==> src/rtl/specdrum_sd_dac.sv <==
// Stereo output stage for the SpecDrum/Covox/Soundrive latch: volume, soft mute, slew limit, 1-bit delta-sigma DAC.
// Optional build macro SPECDRUM_DITHER_EN adds LFSR dither to both modulators.
module specdrum_sd_dac #(
   parameter int unsigned STEP = 1,
   parameter int unsigned IN_W = 9
) (
   input  logic            clk,
   input  logic            rst,
   input  logic            sample_tick,
   input  logic [IN_W-1:0] in_left,
   input  logic [IN_W-1:0] in_right,
   input  logic [1:0]      volume,
   input  logic            mute,
   output logic            dac_left,
   output logic            dac_right,
   output logic            muted
);

   localparam logic [IN_W-1:0] STEP_V = IN_W'(STEP);

   logic [IN_W-1:0] hold_l, hold_r;
   logic [IN_W-1:0] target_l, target_r;
   logic [IN_W-1:0] level_l, level_r;
   logic [IN_W-1:0] level_l_nxt, level_r_nxt;
   logic [IN_W-1:0] acc_l, acc_r;
   logic [IN_W+1:0] sum_l, sum_r;
   logic [1:0]      shamt;
   logic [1:0]      dith_l, dith_r;
   logic            carry_l, carry_r;
   logic            force_l, force_r;

   // Move lvl toward tgt by at most STEP; the gap is taken before any add so nothing wraps.
   function automatic logic [IN_W-1:0] slew(input logic [IN_W-1:0] lvl,
                                            input logic [IN_W-1:0] tgt);
      logic [IN_W-1:0] gap;
      gap = (lvl < tgt) ? tgt - lvl : lvl - tgt;
      if (gap <= STEP_V) return tgt;
      return (lvl < tgt) ? lvl + STEP_V : lvl - STEP_V;
   endfunction

   assign shamt    = 2'd3 - volume;
   assign target_l = mute ? '0 : hold_l >> shamt;
   assign target_r = mute ? '0 : hold_r >> shamt;

   assign level_l_nxt = slew(level_l, target_l);
   assign level_r_nxt = slew(level_r, target_r);

`ifdef SPECDRUM_DITHER_EN
   logic [15:0] lfsr;

   always_ff @(posedge clk) begin
      if (rst) lfsr <= 16'hACE1;
      else     lfsr <= {lfsr[14:0], lfsr[15] ^ lfsr[13] ^ lfsr[12] ^ lfsr[10]};
   end

   assign dith_l  = lfsr[1:0];
   assign dith_r  = lfsr[3:2];
   assign force_l = mute & (level_l == '0);
   assign force_r = mute & (level_r == '0);
`else
   assign dith_l  = 2'd0;
   assign dith_r  = 2'd0;
   assign force_l = 1'b0;
   assign force_r = 1'b0;
`endif

   // Two extra bits keep the dithered sum exact; without dither the top bit is always 0.
   assign sum_l   = (IN_W+2)'(acc_l) + (IN_W+2)'(level_l) + (IN_W+2)'(dith_l);
   assign sum_r   = (IN_W+2)'(acc_r) + (IN_W+2)'(level_r) + (IN_W+2)'(dith_r);
   assign carry_l = |sum_l[IN_W+1:IN_W];
   assign carry_r = |sum_r[IN_W+1:IN_W];

   // NOTE: every register here uses <= so each one samples the pre-edge value of the others.
   always_ff @(posedge clk) begin
      if (rst) begin
         hold_l    <= '0;
         hold_r    <= '0;
         level_l   <= '0;
         level_r   <= '0;
         acc_l     <= '0;
         acc_r     <= '0;
         dac_left  <= 1'b0;
         dac_right <= 1'b0;
         muted     <= 1'b0;
      end else begin
         if (sample_tick) begin
            hold_l <= in_left;
            hold_r <= in_right;
         end
         level_l   <= level_l_nxt;
         level_r   <= level_r_nxt;
         acc_l     <= sum_l[IN_W-1:0];
         acc_r     <= sum_r[IN_W-1:0];
         dac_left  <= carry_l & ~force_l;
         dac_right <= carry_r & ~force_r;
         muted     <= mute & (level_l == '0) & (level_r == '0);
      end
   end

endmodule

==> config.mk <==
export PLATFORM = sky130hd
export DESIGN_NAME = specdrum_sd_dac
export DESIGN_NICKNAME = d
export VERILOG_FILES = /design/src/rtl/specdrum_sd_dac.sv
export SDC_FILE = /design/constraint.sdc
export NUM_CORES = 1
export LEC_CHECK = 0
export ABC_AREA = 1
export BUFFER_PORTS_ARGS = -buffer_cell sky130_fd_sc_hd__clkbuf_2
export CAP_MARGIN = 10
export CORE_UTILIZATION = 55
export CTS_CLUSTER_SIZE = 28
export DETAILED_ROUTE_END_ITERATION = 8
export PLACE_DENSITY = 0.81
export SETUP_SLACK_MARGIN = 0.1
export SLEW_MARGIN = 20
export SYNTH_ARGS = -nofsm -noshare
export SYNTH_HDL_FRONTEND = slang
export SYNTH_SLANG_ARGS = --single-unit
==> constraint.sdc <==
create_clock -name clk -period 3.85 [get_ports clk]
set_clock_uncertainty 0.2 [all_clocks]
set_input_delay 0.9625 -clock clk [delete_from_list [all_inputs] [get_ports clk]]
set_output_delay 0.9625 -clock clk [all_outputs]
set_load 0.05 [all_outputs]
## Yosys cells after proc, flatten, opt, wreduce, memory -nomap -nowiden

Index checks and enable logic that the tools add are counted.

- Flip-flop bits (word level): 57
- Input bits: 24
- Output and inout bits: 3
- Logic and storage cells: 44

- Add/subtract/negate cells: 11
- Order comparisons: 4
- Shift-type cells: 2
- Mux-type cells: 12
- Bitwise operators: 2
- Reduce and logical (&&, ||, !) cells: 4

Operators with widths:

| kind | count |
|---|---|
| $mux 9 | 10 |
| $sub 9x9->9 | 4 |
| $add 9x9->10 | 2 |
| $add 9x1->9 const B | 2 |
| $le 9x1->1 const B | 2 |
| $logic_not 9->1 | 2 |
| $lt 9x9->1 | 2 |
| $shr 9x2->9 | 2 |
| $sub 9x1->9 const B | 2 |
| $reduce_or 2->1 | 2 |
| $and 1x1->1 | 2 |
| $mux 1 | 2 |
| $sub 2x2->2 const A | 1 |

## Logic depth before layout (Yosys ltp)

- Word-level depth: 8
- Depth in mapped cells: 23

## Worst setup path before layout

No wires, ideal clock.

- Kind: input to register
- Start: in volume[0]
- End: reg level_r[5]
- Library setup time: 0.113 ns
- Arrival: 3.679 ns
- Required time: 3.537 ns
- Slack: -0.142 ns
- Stages on the path: 20
- Path buffers: 3
- Path through: buf_2 > buf_2 > mux2i_1 > o22ai_1 > ha_1 > buf_2 > nand2_4 > inv_2 > nand2_2 > nand2_1 > nand2_1 > nand3_2 > ha_1 > a21oi_1 > nand2_1 > a21oi_1 > o21ai_0 > xor2_1 > nor2_1 > nor2_1

- Word-level cells in the longest chain between the ends: 8

RTL lines:

| element | line | source |
|---|---|---|
| start: declaration | 12 | `input logic [1:0] volume,` |
| $sub 2x2->2 (*) | 41 | `assign shamt = 2'd3 - volume;` |
| $shr 9x2->9 (*) | 43 | `assign target_r = mute ? '0 : hold_r >> shamt;` |
| $mux 9 (*) | 43 |  |
| $sub 9x9->9 or $lt 9x9->1 (tied branches) | 36, 38 |  |
| $mux 9 | 36 | `gap = (lvl < tgt) ? tgt - lvl : lvl - tgt;` |
| $le 9x1->1 | 37 | `if (gap <= STEP_V) return tgt;` |
| $mux 1 | 37 |  |
| $mux 9 (*) | 38 | `return (lvl < tgt) ? lvl + STEP_V : lvl - STEP_V;` |
| end signal: assignment | 91 | `level_r <= level_r_nxt;` |
| end: declaration | 23 | `logic [IN_W-1:0] level_l, level_r;` |

Every way passes the cells marked *; elsewhere a longest branch is shown, timed or not. The select of a mux whose other input is x is not followed.
A chain may end at the register's enable or synchronous reset.

## Worst setup path in the final report

Same ends and word-level chain as after synthesis.

==> flow_summary.ini <==
[status]
status = finished clean

[drt]
wl_per_cell_um = 15.6
via_per_inst = 5.63
initialDrtViolationCount = 556
routed_wl_mm = 17.9
dr.pass1.iters = 6
ant_nets = 0
drcViolationCount = 0
vias = 6462

[worst_setup_path]
critical_path_required_ps = 3930
critical-path-max-stage-delay_ps = 340
cp_max_fo = 7
end_kind = register
crit_arrival_ps = 3900
crit_chain = buf_4, buf_12, mux2i_2, buf_4, o22ai_4, ha_1, nand2_1, nor2_4, nand3_1, nand3_4, ha_4, nand3_1, nand2_1, a21oi_1, o21ai_0, xor2_1, nor2_1, nor2_1
cpMaxStageDelayCell = ha_4
crit_type = input port to register
critPathLaunchType = input port

[clock_network]
cts_inserted_buffers = 9
ctsHtreeMaxLevel = 3
clkTransAtPathRegs_ps = 70
cts_buffer_depth = 2
worstSkewPairLatency_ps = 350
root_buffer = clkbuf_8
cts_hold_buf = 0
cts_sinks = 57
cts_tree = yes

[timing]
hold_viol = 0
maxClockFrequency_mhz = 262
drv_slew = 0
tightestPinTransition_ps = 658
slew_headroom = 0.561
setup_viol = 0
period_share = 0.992
rsz0062_at_grt = true
post-route-min-period_ps = 3820
final.setup.tns_ps = 0

[floorplanning]
die_x_um = 103
initial_core_util = 0.568
fp.coreArea_mm2 = 0.00977
ios = 27
fp.dieH_um = 103
row_count = 36
dieArea_mm2 = 0.0105

[synth]
muxShareOfSynthArea = 0.00721
yosys.area_share.simple = 0.316
synth-xor-area-share = 0.0236
yosys.area_share.adder = 0.177
synth_compound_area_frac = 0.150
synth_top_family_by_area = simple AND/OR/NAND/NOR gates
yosysSeqAreaShare = 0.205
synth_edf_count = 0
syn_area_per_cell_um2 = 6.29
synth.distinct_cells = 36
synth-warning-count = 0
syn_area_mm2 = 0.00556
async_flop_share = 0
ys_ff_latch = 57
synth_flop_cell = dfxtp_1
synth_nets = 981
netlist_instances = 883

[cells_and_area]
final_cell_area_mm2 = 0.00726
drive_gt1_frac = 0.237
nNetsFinal = 1108
fillers = 681
antenna_cells = 0
area_growth_pct = 30.7
fin_cells = 1148
utilization = 0.743

[placed_design]
dp.cells = 1121
post-dp-hpwl_mm = 11.6
gp_congestion = 0.885
place_area_mm2 = 0.00660
port_buffers = 26

[pwr]
ir_drop_uv = 582
p_leak_nw = 3.74
power_density_mw_per_mm2 = 930

[global_routing]
grt_remaining_overflow = 0
antenna_found_initial = 0
grt_first_pass_wirelength_mm = 25.1
grt_max_degree = 36
grt_usage = 0.305
grt_pass1_vias = 5545

[flow_run]
drv_cap = 0

[worst_hold_path]
worstHoldPathType = register to register
[path summary, 6_finish.rpt]
check	to	startpoint	slack, ps	depth (start not counted)
worst min register to register	hold_r[2]	hold_r[2]	280	2
worst max-delay path	level_r[5]	volume[0]	30	18
worst min-delay path	hold_r[2]	hold_r[2]	280	2
worst max register to register	level_r[5]	hold_r[6]	560	18
[state kept, by name, summed over array words and instances, names as in the netlist, 9 cells and up]
signal	count
acc_r	9
level_r	9
hold_l	9
hold_r	9
level_l	9
acc_l	9
[cell usage after synthesis (2+ instances only)]
cell type / n / area share
nand4_1: 12 / 0.014
o21ai_0: 51 / 0.046
nand2_4: 4 / 0.0081
a21o_1: 3 / 0.0041
nand3_2: 4 / 0.0072
nor2_2: 2 / 0.0023
buf_6: 5 / 0.010
a21boi_0: 2 / 0.0027
fa_1: 8 / 0.029
dfxtp_1: 57 / 0.21
mux2i_1: 4 / 0.0072
buf_1: 4 / 0.0027
buf_2: 3 / 0.0027
nand3b_1: 2 / 0.0027
xor2_1: 12 / 0.019
nor4_1: 4 / 0.0045
nor3_1: 2 / 0.0018
a21oi_1: 71 / 0.064
o211ai_1: 4 / 0.0054
nor2_4: 2 / 0.0041
o21bai_1: 4 / 0.0054
inv_2: 4 / 0.0027
nor2_1: 100 / 0.068
nand3_1: 52 / 0.047
o22ai_1: 12 / 0.014
ha_1: 66 / 0.15
inv_1: 144 / 0.097
o21a_1: 2 / 0.0027
clkbuf_1: 7 / 0.0047
nand2_1: 222 / 0.15
xnor2_1: 3 / 0.0047
nand2_2: 7 / 0.0079
[power breakdown]
| part | leakage, nW | switching, W | internal [W] | total [W] |
|---|---|---|---|---|
| combinational | 3.17 | 0.00290 | 0.00227 | 0.00518 |
| clock | 0.106 | 0.000264 | 0.000361 | 0.000625 |
| sequential | 0.473 | 0.000191 | 0.000763 | 0.000954 |
[kinds of logic (layout without fill, tap and decap cells)]
kind of cell,after synthesis,after routing
and+or+nand+nor,413,414
muxes,4,4
xor gates and xnor gates,15,15
AOI/OAI and AO/OA,153,153
adders and majority gates,74,74
buffers and inverters,167,298
DFF,57,57
[area by class of cell]
class	instances	area, um^2	area share
Tap cell	133	166	0.0229
Multi-Input combinational cell	660	4180	0.576
Clock inverter	6	82.6	0.0114
Sequential cell	57	1140	0.157
Inverter	148	558	0.0768
Timing Repair Buffer	134	1000	0.138
Clock buffer	10	128	0.0176
[layout by cell type, fill, tap and decap left out, drive strengths merged, types with 3 or more instances in the layout]
cell | synthesis | final
clkbuf | 7 | 36
fa | 8 | 8
nand2 | 233 | 233
xnor2 | 3 | 3
nand3 | 56 | 57
nand4 | 12 | 12
mux2i | 4 | 4
dfxtp | 57 | 57
xor2 | 12 | 12
o21ai | 51 | 51
buf | 12 | 108
clkinv | 0 | 3
o22ai | 12 | 12
o211ai | 4 | 4
a21oi | 72 | 72
ha | 66 | 66
nor2 | 104 | 104
inv | 148 | 148
a21o | 3 | 3
o21bai | 4 | 4
nor4 | 4 | 4
[per-layer routing]
layer  global-route usage  wire length (um)  vias up  share of wire
li1                     -                 -     3086              -
met2                0.474              7830      356           0.44
met5                    0                 0        -              0
met1                0.423              7510     2924           0.42
met4                0.129              1010        0          0.056
met3               0.0420              1520       96          0.085
[per-stage QoR]
stage | total power (W) | hold WS (ps) | setup WS [ps]
2_1_floorplan | 0.00403 | 245 | 66.5
3_3_place_gp | 0.00521 | 263 | -226
3_5_place_dp | 0.00532 | 264 | -307
4_1_cts | 0.00611 | 274 | 91.3
5_1_grt | 0.00731 | 299 | -124
6_report | 0.00676 | 280 | 32.1
[critical path: cells and delay by family]
family	cells	cell delay [ps]
buffers and inverters	3	480
XOR/XNOR	1	170
AND/OR/NAND/NOR	8	910
AO/OA/AOI/OAI	3	430
multiplexers	1	300
adder cells (fa/ha/maj)	2	650
[repair_timing]
action / CTS / global route
cloned: 1 / 1
endpoints found under the setup margin: 4 / 17
buffers inserted: 4 / 5
resized for setup: 1 / 86
pin swaps: 2 / 18
No activity file was read; power rests on OpenSTA's default activity.
